==> src/rtl/hazard_pkg.sv <==
// hazard_pkg: shared register-id constants and hazard sequencer states.
package hazard_pkg;
    localparam int REGID_W = 4;
    localparam logic [REGID_W-1:0] REG_ZERO = 4'b0000;
    typedef enum logic [1:0] {RUN, LU, MC} state_t;
endpackage

==> src/rtl/hazard_stall_ctrl_if.sv <==
// hazard_stall_ctrl_if: pipeline hazard inputs and stall/flush controls.
interface hazard_stall_ctrl_if #(parameter int CNT_W = 16);
    import hazard_pkg::*;
    logic [REGID_W-1:0] IFIDrs;
    logic [REGID_W-1:0] IFIDrt;
    logic [REGID_W-1:0] IDEXrt;
    logic IFIDusesRt;
    logic IDEXmemRead;
    logic IDEXmulti;
    logic mcDone;
    logic branchTaken;
    logic pcWrite;
    logic ifidWrite;
    logic idexWrite;
    logic idexBubble;
    logic ifidFlush;
    logic exmemBubble;
    logic mcStart;
    logic mcErr;
    logic [CNT_W-1:0] stallCnt;
    modport master (
        output IFIDrs, IFIDrt, IDEXrt, IFIDusesRt, IDEXmemRead, IDEXmulti, mcDone, branchTaken,
        input pcWrite, ifidWrite, idexWrite, idexBubble, ifidFlush, exmemBubble, mcStart, mcErr, stallCnt
    );
    modport slave (
        input IFIDrs, IFIDrt, IDEXrt, IFIDusesRt, IDEXmemRead, IDEXmulti, mcDone, branchTaken,
        output pcWrite, ifidWrite, idexWrite, idexBubble, ifidFlush, exmemBubble, mcStart, mcErr, stallCnt
    );
endinterface

==> src/rtl/hazard_stall_ctrl_sat_counter.sv <==
// sat_counter: counter that sticks at all-ones instead of wrapping.
module sat_counter #(parameter int W = 16) (
    input logic clk,
    input logic rst,
    input logic en,
    output logic [W-1:0] q
);
    always_ff @(posedge clk) begin
        if (rst) q <= '0;
        else if (en && q != '1) q <= q + W'(1);
    end
endmodule

==> src/rtl/hazard_stall_ctrl.sv <==
// hazard_stall_ctrl: load-use / multi-cycle stall and branch flush sequencer.
module hazard_stall_ctrl
    import hazard_pkg::*;
#(
    parameter int LOAD_STALL = 1,
    parameter int MC_TIMEOUT = 32,
    parameter int CNT_W = 16
) (
    input logic clk,
    input logic rst,
    hazard_stall_ctrl_if.slave hz
);
    localparam int MCW = MC_TIMEOUT > 1 ? $clog2(MC_TIMEOUT) : 1;
    state_t state;
    logic [2:0] lu_cnt;
    logic [MCW-1:0] mc_cnt;
    logic lu_haz, mc_end, run_br, run_mc, run_lu, lu_hold, mc_hold, mc_drop;
    assign lu_haz = hz.IDEXmemRead && hz.IDEXrt != REG_ZERO &&
                    (hz.IDEXrt == hz.IFIDrs || (hz.IFIDusesRt && hz.IDEXrt == hz.IFIDrt));
    assign mc_end = hz.mcDone || mc_cnt == MCW'(MC_TIMEOUT - 1);
    // branch outranks a multi-cycle start, which outranks a load-use stall
    assign run_br = state == RUN && hz.branchTaken;
    assign run_mc = state == RUN && !hz.branchTaken && hz.IDEXmulti;
    assign run_lu = state == RUN && !hz.branchTaken && !hz.IDEXmulti && lu_haz;
    assign lu_hold = state == LU;
    assign mc_hold = state == MC && !mc_end;
    // on timeout the pipeline advances but the unfinished op is bubbled out
    assign mc_drop = state == MC && !hz.mcDone;
    assign hz.pcWrite = !(run_mc || run_lu || lu_hold || mc_hold);
    assign hz.ifidWrite = !(run_mc || run_lu || lu_hold || mc_hold);
    assign hz.idexWrite = !(run_mc || mc_hold);
    assign hz.idexBubble = run_br || run_lu || lu_hold;
    assign hz.ifidFlush = run_br;
    assign hz.exmemBubble = run_mc || mc_drop;
    assign hz.mcStart = run_mc;
    always_ff @(posedge clk) begin
        if (rst) begin
            state <= RUN;
            lu_cnt <= '0;
            mc_cnt <= '0;
            hz.mcErr <= 1'b0;
        end else begin
            case (state)
                RUN: begin
                    if (run_mc) begin
                        mc_cnt <= '0;
                        state <= MC;
                    end else if (run_lu && LOAD_STALL > 1) begin
                        lu_cnt <= 3'(LOAD_STALL - 1);
                        state <= LU;
                    end
                end
                LU: begin
                    lu_cnt <= lu_cnt - 3'd1;
                    if (lu_cnt == 3'd1) state <= RUN;
                end
                MC: begin
                    mc_cnt <= mc_cnt + MCW'(1);
                    if (mc_end) begin
                        state <= RUN;
                        if (!hz.mcDone) hz.mcErr <= 1'b1;
                    end
                end
                default: state <= RUN;
            endcase
        end
    end
    sat_counter #(.W(CNT_W)) u_cnt (
        .clk(clk),
        .rst(rst),
        .en(!hz.pcWrite),
        .q(hz.stallCnt)
    );
endmodule

==> src/flat_wrapper.sv <==
// flat-port wrapper written by rule: the top's interface ports become plain ports
module hazard_stall_ctrl_flat import hazard_pkg::*;
#(
    parameter int LOAD_STALL = 1,
    parameter int MC_TIMEOUT = 32,
    parameter int CNT_W = 16
)
  (clk, rst, hz_IFIDrs, hz_IFIDrt, hz_IDEXrt, hz_IFIDusesRt, hz_IDEXmemRead, hz_IDEXmulti, hz_mcDone, hz_branchTaken, hz_pcWrite, hz_ifidWrite, hz_idexWrite, hz_idexBubble, hz_ifidFlush, hz_exmemBubble, hz_mcStart, hz_mcErr, hz_stallCnt);
  hazard_stall_ctrl_if #(.CNT_W(CNT_W)) hz_i ();
  input logic clk;
  input logic rst;
  input wire logic [$bits(hz_i.IFIDrs)-1:0] hz_IFIDrs;
  input wire logic [$bits(hz_i.IFIDrt)-1:0] hz_IFIDrt;
  input wire logic [$bits(hz_i.IDEXrt)-1:0] hz_IDEXrt;
  input wire logic [$bits(hz_i.IFIDusesRt)-1:0] hz_IFIDusesRt;
  input wire logic [$bits(hz_i.IDEXmemRead)-1:0] hz_IDEXmemRead;
  input wire logic [$bits(hz_i.IDEXmulti)-1:0] hz_IDEXmulti;
  input wire logic [$bits(hz_i.mcDone)-1:0] hz_mcDone;
  input wire logic [$bits(hz_i.branchTaken)-1:0] hz_branchTaken;
  output wire logic [$bits(hz_i.pcWrite)-1:0] hz_pcWrite;
  output wire logic [$bits(hz_i.ifidWrite)-1:0] hz_ifidWrite;
  output wire logic [$bits(hz_i.idexWrite)-1:0] hz_idexWrite;
  output wire logic [$bits(hz_i.idexBubble)-1:0] hz_idexBubble;
  output wire logic [$bits(hz_i.ifidFlush)-1:0] hz_ifidFlush;
  output wire logic [$bits(hz_i.exmemBubble)-1:0] hz_exmemBubble;
  output wire logic [$bits(hz_i.mcStart)-1:0] hz_mcStart;
  output wire logic [$bits(hz_i.mcErr)-1:0] hz_mcErr;
  output wire logic [$bits(hz_i.stallCnt)-1:0] hz_stallCnt;
  assign hz_i.IFIDrs = hz_IFIDrs;
  assign hz_i.IFIDrt = hz_IFIDrt;
  assign hz_i.IDEXrt = hz_IDEXrt;
  assign hz_i.IFIDusesRt = hz_IFIDusesRt;
  assign hz_i.IDEXmemRead = hz_IDEXmemRead;
  assign hz_i.IDEXmulti = hz_IDEXmulti;
  assign hz_i.mcDone = hz_mcDone;
  assign hz_i.branchTaken = hz_branchTaken;
  assign hz_pcWrite = hz_i.pcWrite;
  assign hz_ifidWrite = hz_i.ifidWrite;
  assign hz_idexWrite = hz_i.idexWrite;
  assign hz_idexBubble = hz_i.idexBubble;
  assign hz_ifidFlush = hz_i.ifidFlush;
  assign hz_exmemBubble = hz_i.exmemBubble;
  assign hz_mcStart = hz_i.mcStart;
  assign hz_mcErr = hz_i.mcErr;
  assign hz_stallCnt = hz_i.stallCnt;
  hazard_stall_ctrl #(.LOAD_STALL(LOAD_STALL), .MC_TIMEOUT(MC_TIMEOUT), .CNT_W(CNT_W)) u_core (.clk(clk), .rst(rst), .hz(hz_i));
endmodule
==> config.mk <==
export PLATFORM = sky130hd
export DESIGN_NAME = hazard_stall_ctrl_flat
export DESIGN_NICKNAME = d
export VERILOG_FILES = /design/src/rtl/hazard_pkg.sv /design/src/rtl/hazard_stall_ctrl_if.sv /design/src/rtl/hazard_stall_ctrl_sat_counter.sv /design/src/rtl/hazard_stall_ctrl.sv /design/src/flat_wrapper.sv
export SDC_FILE = /design/constraint.sdc
export NUM_CORES = 1
export LEC_CHECK = 0
export CORE_ASPECT_RATIO = 0.6
export CORE_MARGIN = 2
export CORE_UTILIZATION = 45
export DETAILED_ROUTE_END_ITERATION = 10
export PLACE_DENSITY = 0.75
export SLEW_MARGIN = 15
export SYNTH_ARGS = -nofsm -noshare
export SYNTH_HDL_FRONTEND = slang
export SYNTH_SLANG_ARGS = --single-unit
==> constraint.sdc <==
create_clock -name clk -period 6.35 [get_ports clk]
set_clock_uncertainty 0.05 [all_clocks]
set_input_delay 0.9525 -clock clk [delete_from_list [all_inputs] [get_ports clk]]
set_output_delay 0.9525 -clock clk [all_outputs]
set_load 0.1 [all_outputs]
==> flow_summary.json, run 1 <==
{
  "status": "completed",
  "crit_fanout": 17,
  "regArea_sq_um": 460,
  "start_util_pct": 47.9,
  "multi_input_area_sq_um": 1050,
  "ir_worst_vdd_v": 0.000145,
  "reg2reg_depth": 7,
  "post_cts_buffers": 0,
  "cp-start-kind": "primary input",
  "yosys_warnings": 0,
  "pre_cts_ws_ps": 1580,
  "grt-ovfl-total": 0,
  "leakage_nw": 0.733,
  "power_density_nw_per_um2": 160,
  "clkLatencyLatePin_ps": 270,
  "setup_slack_ps": 1570,
  "cp_data_required_time_ps": 5350,
  "die_w_um": 80.6,
  "wire_per_inst_um": 14.8,
  "drive_above_1_share_pct": 16.9,
  "timing.final.hold_violations": 0,
  "synth.distinct_cells": 40,
  "cts_buffer_depth": 2,
  "hold_class": "reg2reg",
  "antenna_found_initial": 0,
  "cts.reportedPaths.clkPinSlew_ps": 80,
  "cts-root-buf": "clkbuf_8",
  "cp.arrival_ps": 3770,
  "syn_area_sq_um": 1580,
  "grt_pass1_wl_um": 6220,
  "wl_um": 3810,
  "worstReg2RegStart": "u_core.mc_cnt[0]$_SDFFE_PP0P_",
  "crit_type": "in2out",
  "final_max_slew_viol_count": 0,
  "post-route-util_pct": 62.0,
  "antenna_left": 0,
  "first_iter_violations": 59,
  "power.total_mw": 0.327,
  "worst_pin_slew_ps": 1000,
  "maxCapViolCount": 0,
  "dr.pass1.iters": 4,
  "grt_pass1_vias": 1376,
  "cts.repair.resized": 0,
  "timing.final.crit_share_pct": 75.2,
  "dieArea_sq_um": 4020,
  "cts_sinks": 23,
  "synthCells": 175,
  "slew_headroom_pct": 33.2,
  "cp-startpoint": "hz_IDEXrt[1]",
  "r2r_slack_ps": 4150,
  "routed_via_density": 5.40,
  "route.vias.total": 1394,
  "reg2reg_to": "u_core.u_cnt.q[11]$_SDFFE_PP0P_",
  "cp-end-kind": "primary output",
  "seq_area_frac_synth_pct": 29.1,
  "syn_nets": 197,
  "fin_cells": 258,
  "cts_hold_repair.buffers": 0,
  "min_period_ps": 4780,
  "synth_area_per_cell_sq_um": 9.04,
  "fmax_mhz": 209,
  "cts_made_buffers": 3,
  "ios": 43,
  "ys_ff_latch": 23,
  "numPortBuffers": 42,
  "cts_tree": "done",
  "antennaDiodeCount": 0,
  "drcViolationCount": 0,
  "rows": 16,
  "cts.htree.levels": 1,
  "setup-tns-final_ps": 0,
  "dp_hpwl_um": 2850,
  "cp-endpoint": "hz_pcWrite",
  "layout.nets": 236,
  "grt.total_usage_pct": 19.6,
  "grt_setup_unrepaired": "no",
  "place_congestion": 0.793,
  "area_delta_synth_final_pct": 29.4,
  "die_y_um": 49.9,
  "fill_cells": 301,
  "grt_max_degree": 40,
  "setup_viol": 0,
  "place_inst": 254,
  "core_area_sq_um": 3300,
  "hold_depth": 2
}
[flip-flops by register name, indices dropped and copies added, names as in the netlist]
signal and flops:
u_core.hz.mcErr 1, u_core.mc_cnt 5, u_core.u_cnt.q 16, u_core.state 1
[power breakdown]
group,switching (mW),internal [mW]
combinational,0.0564,0.0291
clock,0.0477,0.0449
sequential,0.00334,0.146
[logic make-up (layout without fill, tap and decap cells)]
group	Yosys count	after routing	share of synthesized area (%)
flip-flops	23	23	29.1
adder cells (fa/ha/maj)	3	3	2.37
multiplexers	17	17	13.9
AO/OA/AOI/OAI	28	28	15.7
buffers and inverters	13	51	4.66
AND/OR/NAND/NOR	82	82	29.3
XOR/XNOR	9	9	4.98
[how the worst min path moves through the flow]
stage | start | end | slack [ps]
after CTS | u_core.mc_cnt[3]$_SDFFE_PP0P_ | u_core.mc_cnt[3]$_SDFFE_PP0P_ | 440
after global routing | u_core.mc_cnt[3]$_SDFFE_PP0P_ | u_core.mc_cnt[3]$_SDFFE_PP0P_ | 470
after detailed placement | u_core.mc_cnt[3]$_SDFFE_PP0P_ | u_core.mc_cnt[3]$_SDFFE_PP0P_ | 420
final | u_core.mc_cnt[3]$_SDFFE_PP0P_ | u_core.mc_cnt[3]$_SDFFE_PP0P_ | 440
after floorplan | u_core.mc_cnt[3]$_SDFFE_PP0P_ | u_core.mc_cnt[3]$_SDFFE_PP0P_ | 400
after global placement | u_core.hz.mcErr$_SDFFE_PP0P_ | u_core.hz.mcErr$_SDFFE_PP0P_ | 400
[layout by cell type (no fill, tap or decap), drive strengths merged, types with 2 or more instances in the layout]
cell type and n:
mux2 16, clkbuf 4, dfxtp 23, nor2 23, inv 4, clkdlybuf4s50 41, and2 2, nand3b 4
nand2b 2, a2111oi 2, a211oi 6, o21ai 6, nand4 5, a21oi 11, nor2b 14, and3 5
nand3 9, xnor2 8, buf 2, nand2 11, ha 3, and4 2
[final cells by class]
cell class,count,area share (%)
multi-input cells,139,51.2
flip-flops and latches,23,22.5
repair buffers,43,20.6
well taps,45,2.75
clock buffers,4,2.20
inverters,4,0.733
[Yosys cell counts, drive strengths merged]
cell type,n,area [sq um]
dfxtp,23,460
nor2,23,93.8
mux2,16,210
nor2b,14,87.6
a21oi,11,81.3
nand2,11,41.3
nand3,9,45.0
xnor2,8,70.1
a211oi,6,50.1
o21ai,6,30.0
and3,5,31.3
clkbuf,5,18.8
nand4,5,37.5
buf,4,40.0
inv,4,15.0
nand3b,4,30.0
ha,3,37.5
a2111oi,2,55.1
and2,2,13.8
and4,2,17.5
nand2b,2,12.5
a31oi,1,6.26
mux2i,1,10.0
nor3,1,5.00
nor4b,1,23.8
o21a,1,7.51
o22a,1,17.5
or2,1,6.26
or2b,1,7.51
or4,1,11.3
xor2,1,8.76
[critical path, stage by stage]
cell,delay (ps)
clkdlybuf4s50_1,480
or4_4,570
nand4_2,110
o22a_4,310
and2_2,210
clkdlybuf4s50_1,1140
[metrics by stage]
stage / hold slack (ps) / instance area (sq um)
6_report: 435 / 2050
4_1_cts: 436 / 2050
3_5_place_dp: 424 / 2010
3_3_place_gp: 399 / 2010
2_1_floorplan: 397 / 1580
5_1_grt: 467 / 2050
[routing by layer]
metal | vias to the layer above | routed length (um) | track usage, % | part of all wire (%)
met4 | 0 | 44 | 4.52 | 1.2
met1 | 659 | 1700 | 23.9 | 45
met3 | 7 | 295 | 5.68 | 7.7
li1 | 689 | - | - | -
met5 | - | 0 | 0 | 0
met2 | 39 | 1770 | 34.2 | 46
Power figures use the tool's default switching activity.
==> run 2: changes to the inputs <==
clock period = 4.82 ns   (was 6.35 ns; I/O delays follow)
==> run 2 against run 1 <==
Sequential share of layout area about the same. Via count down 0.22%. Utilization up 0.11 points. Flip-flop and latch count unchanged. Power up 32%. Register-to-register slack worse by 1500 ps. Routed wire length down 3.4%.
==> flow_summary.json, run 2 (synthesis results as in run 1) <==
{
  "status": "completed",
  "final_common_cell": "clkdlybuf4s50_1",
  "final_max_slew_viol_count": 0,
  "cts_sinks": 23,
  "antennaDiodeCount": 0,
  "r2r_slack_ps": 2620,
  "cts_made_buffers": 3,
  "regMostFlops": "u_core.u_cnt.q",
  "grt_pass1_vias": 1347,
  "grt-ovfl-total": 0,
  "wl_um": 3680,
  "cts_tree": "done",
  "ios": 43,
  "layout_common_cells": "clkdlybuf4s50_1, dfxtp_1, nor2_1",
  "setup_viol": 0,
  "power_density_nw_per_um2": 210,
  "cts.htree.levels": 1,
  "cts_hold_repair.buffers": 0,
  "crit_fanout": 8,
  "drive_above_1_share_pct": 19.2,
  "cts.repair.resized": 0,
  "fill_cells": 269,
  "layout.nets": 237,
  "dp_hpwl_um": 2750,
  "start_util_pct": 47.9,
  "area_delta_synth_final_pct": 29.6,
  "timing.final.hold_violations": 0,
  "fmax_mhz": 284,
  "place_congestion": 0.793,
  "die_y_um": 49.9,
  "die_w_um": 80.6,
  "cp.arrival_ps": 2750,
  "reg_top3": "u_core.u_cnt.q: 16 flops, u_core.mc_cnt: 5 flops",
  "rows": 16,
  "dr.pass1.iters": 4,
  "cp-end-kind": "primary output",
  "drcViolationCount": 0,
  "maxCapViolCount": 0,
  "crit_type": "in2out",
  "cts.reportedPaths.clkPinSlew_ps": 80,
  "wire_per_inst_um": 14.2,
  "grt_setup_unrepaired": "no",
  "grt_max_degree": 40,
  "slew_headroom_pct": 34.4,
  "grt.total_usage_pct": 19.0,
  "timing.final.crit_share_pct": 73.2,
  "post_cts_buffers": 0,
  "hold_class": "reg2reg",
  "antenna_left": 0,
  "cts-root-buf": "clkbuf_8",
  "min_period_ps": 3530,
  "ir_worst_vdd_v": 0.000120,
  "worst_pin_slew_ps": 981,
  "cp-start-kind": "primary input",
  "setup-tns-final_ps": 0,
  "multi_input_area_sq_um": 1050,
  "antenna_found_initial": 0,
  "core_area_sq_um": 3300,
  "regArea_sq_um": 460,
  "clkLatencyLatePin_ps": 270,
  "numPortBuffers": 42,
  "first_iter_violations": 93,
  "largest_register_ff_count": 16,
  "leakage_nw": 0.743,
  "cts_buffer_depth": 2,
  "grt_pass1_wl_um": 6070,
  "dieArea_sq_um": 4020,
  "cp_data_required_time_ps": 4050,
  "route.vias.total": 1391,
  "routed_via_density": 5.37,
  "post-route-util_pct": 62.1
}
run 2: cell count changes in the layout (fill, tap and decap cells not counted), sizes merged:
cell           delta
clkinv            +1
clkdlybuf4s50     -3
clkbuf            -1
buf               +4
run 2: routing by layer:
| metal | GRT usage [%] | up-vias | share of wire, % |
|---|---|---|---|
| met5 | 0 | - | 0 |
| met4 | 1.98 | 0 | 0.22 |
| met3 | 4.95 | 2 | 5.9 |
| met2 | 34.3 | 37 | 47 |
| met1 | 23.4 | 658 | 47 |
| li1 | - | 694 | - |
run 2: critical path: stages:
cell and delay, ps:
clkdlybuf4s50_1 470, nor2_1 110, nand2_1 190, inv_1 120
clkdlybuf4s50_1 1140
run 2: path summary, 6_finish.rpt:
| kind | from | cells after the start | to |
|---|---|---|---|
| setup / recovery | hz_branchTaken | 5 | hz_mcStart |
| hold / removal | u_core.hz.mcErr$_SDFFE_PP0P_ | 2 | u_core.hz.mcErr$_SDFFE_PP0P_ |
| setup reg to reg | u_core.state[1]$_SDFFE_PP0P_ | 5 | u_core.u_cnt.q[14]$_SDFFE_PP0P_ |
| hold reg to reg | u_core.hz.mcErr$_SDFFE_PP0P_ | 2 | u_core.hz.mcErr$_SDFFE_PP0P_ |
run 2: stage by stage:
step | area, sq um | worst slack [ps] | instances | hold slack (ps) | total power, mW
3_5_place_dp | 2010 | 1300 | 255 | 425 | 0.314
5_1_grt | 2050 | 1190 | 259 | 475 | 0.450
3_3_place_gp | 2010 | 1360 | 255 | 399 | 0.311
2_1_floorplan | 1580 | 1150 | 175 | 397 | 0.281
6_report | 2050 | 1290 | 259 | 434 | 0.431
4_1_cts | 2050 | 1300 | 259 | 445 | 0.434
run 2: power breakdown:
part	leakage [nW]	internal, mW	switching (mW)	total [mW]
sequential	0.186	0.192	0.00478	0.197
combinational	0.532	0.0381	0.0741	0.112
clock	0.0255	0.0578	0.0636	0.121
total	0.743	0.288	0.143	0.431
run 2: layout make-up:
cell class	instances	share of cell area, %
flip-flops and latches	23	22.4
clock inverters	1	0.244
multi-input cells	139	51.1
well taps	45	2.74
repair buffers	44	20.7
inverters	4	0.732
clock buffers	3	2.01
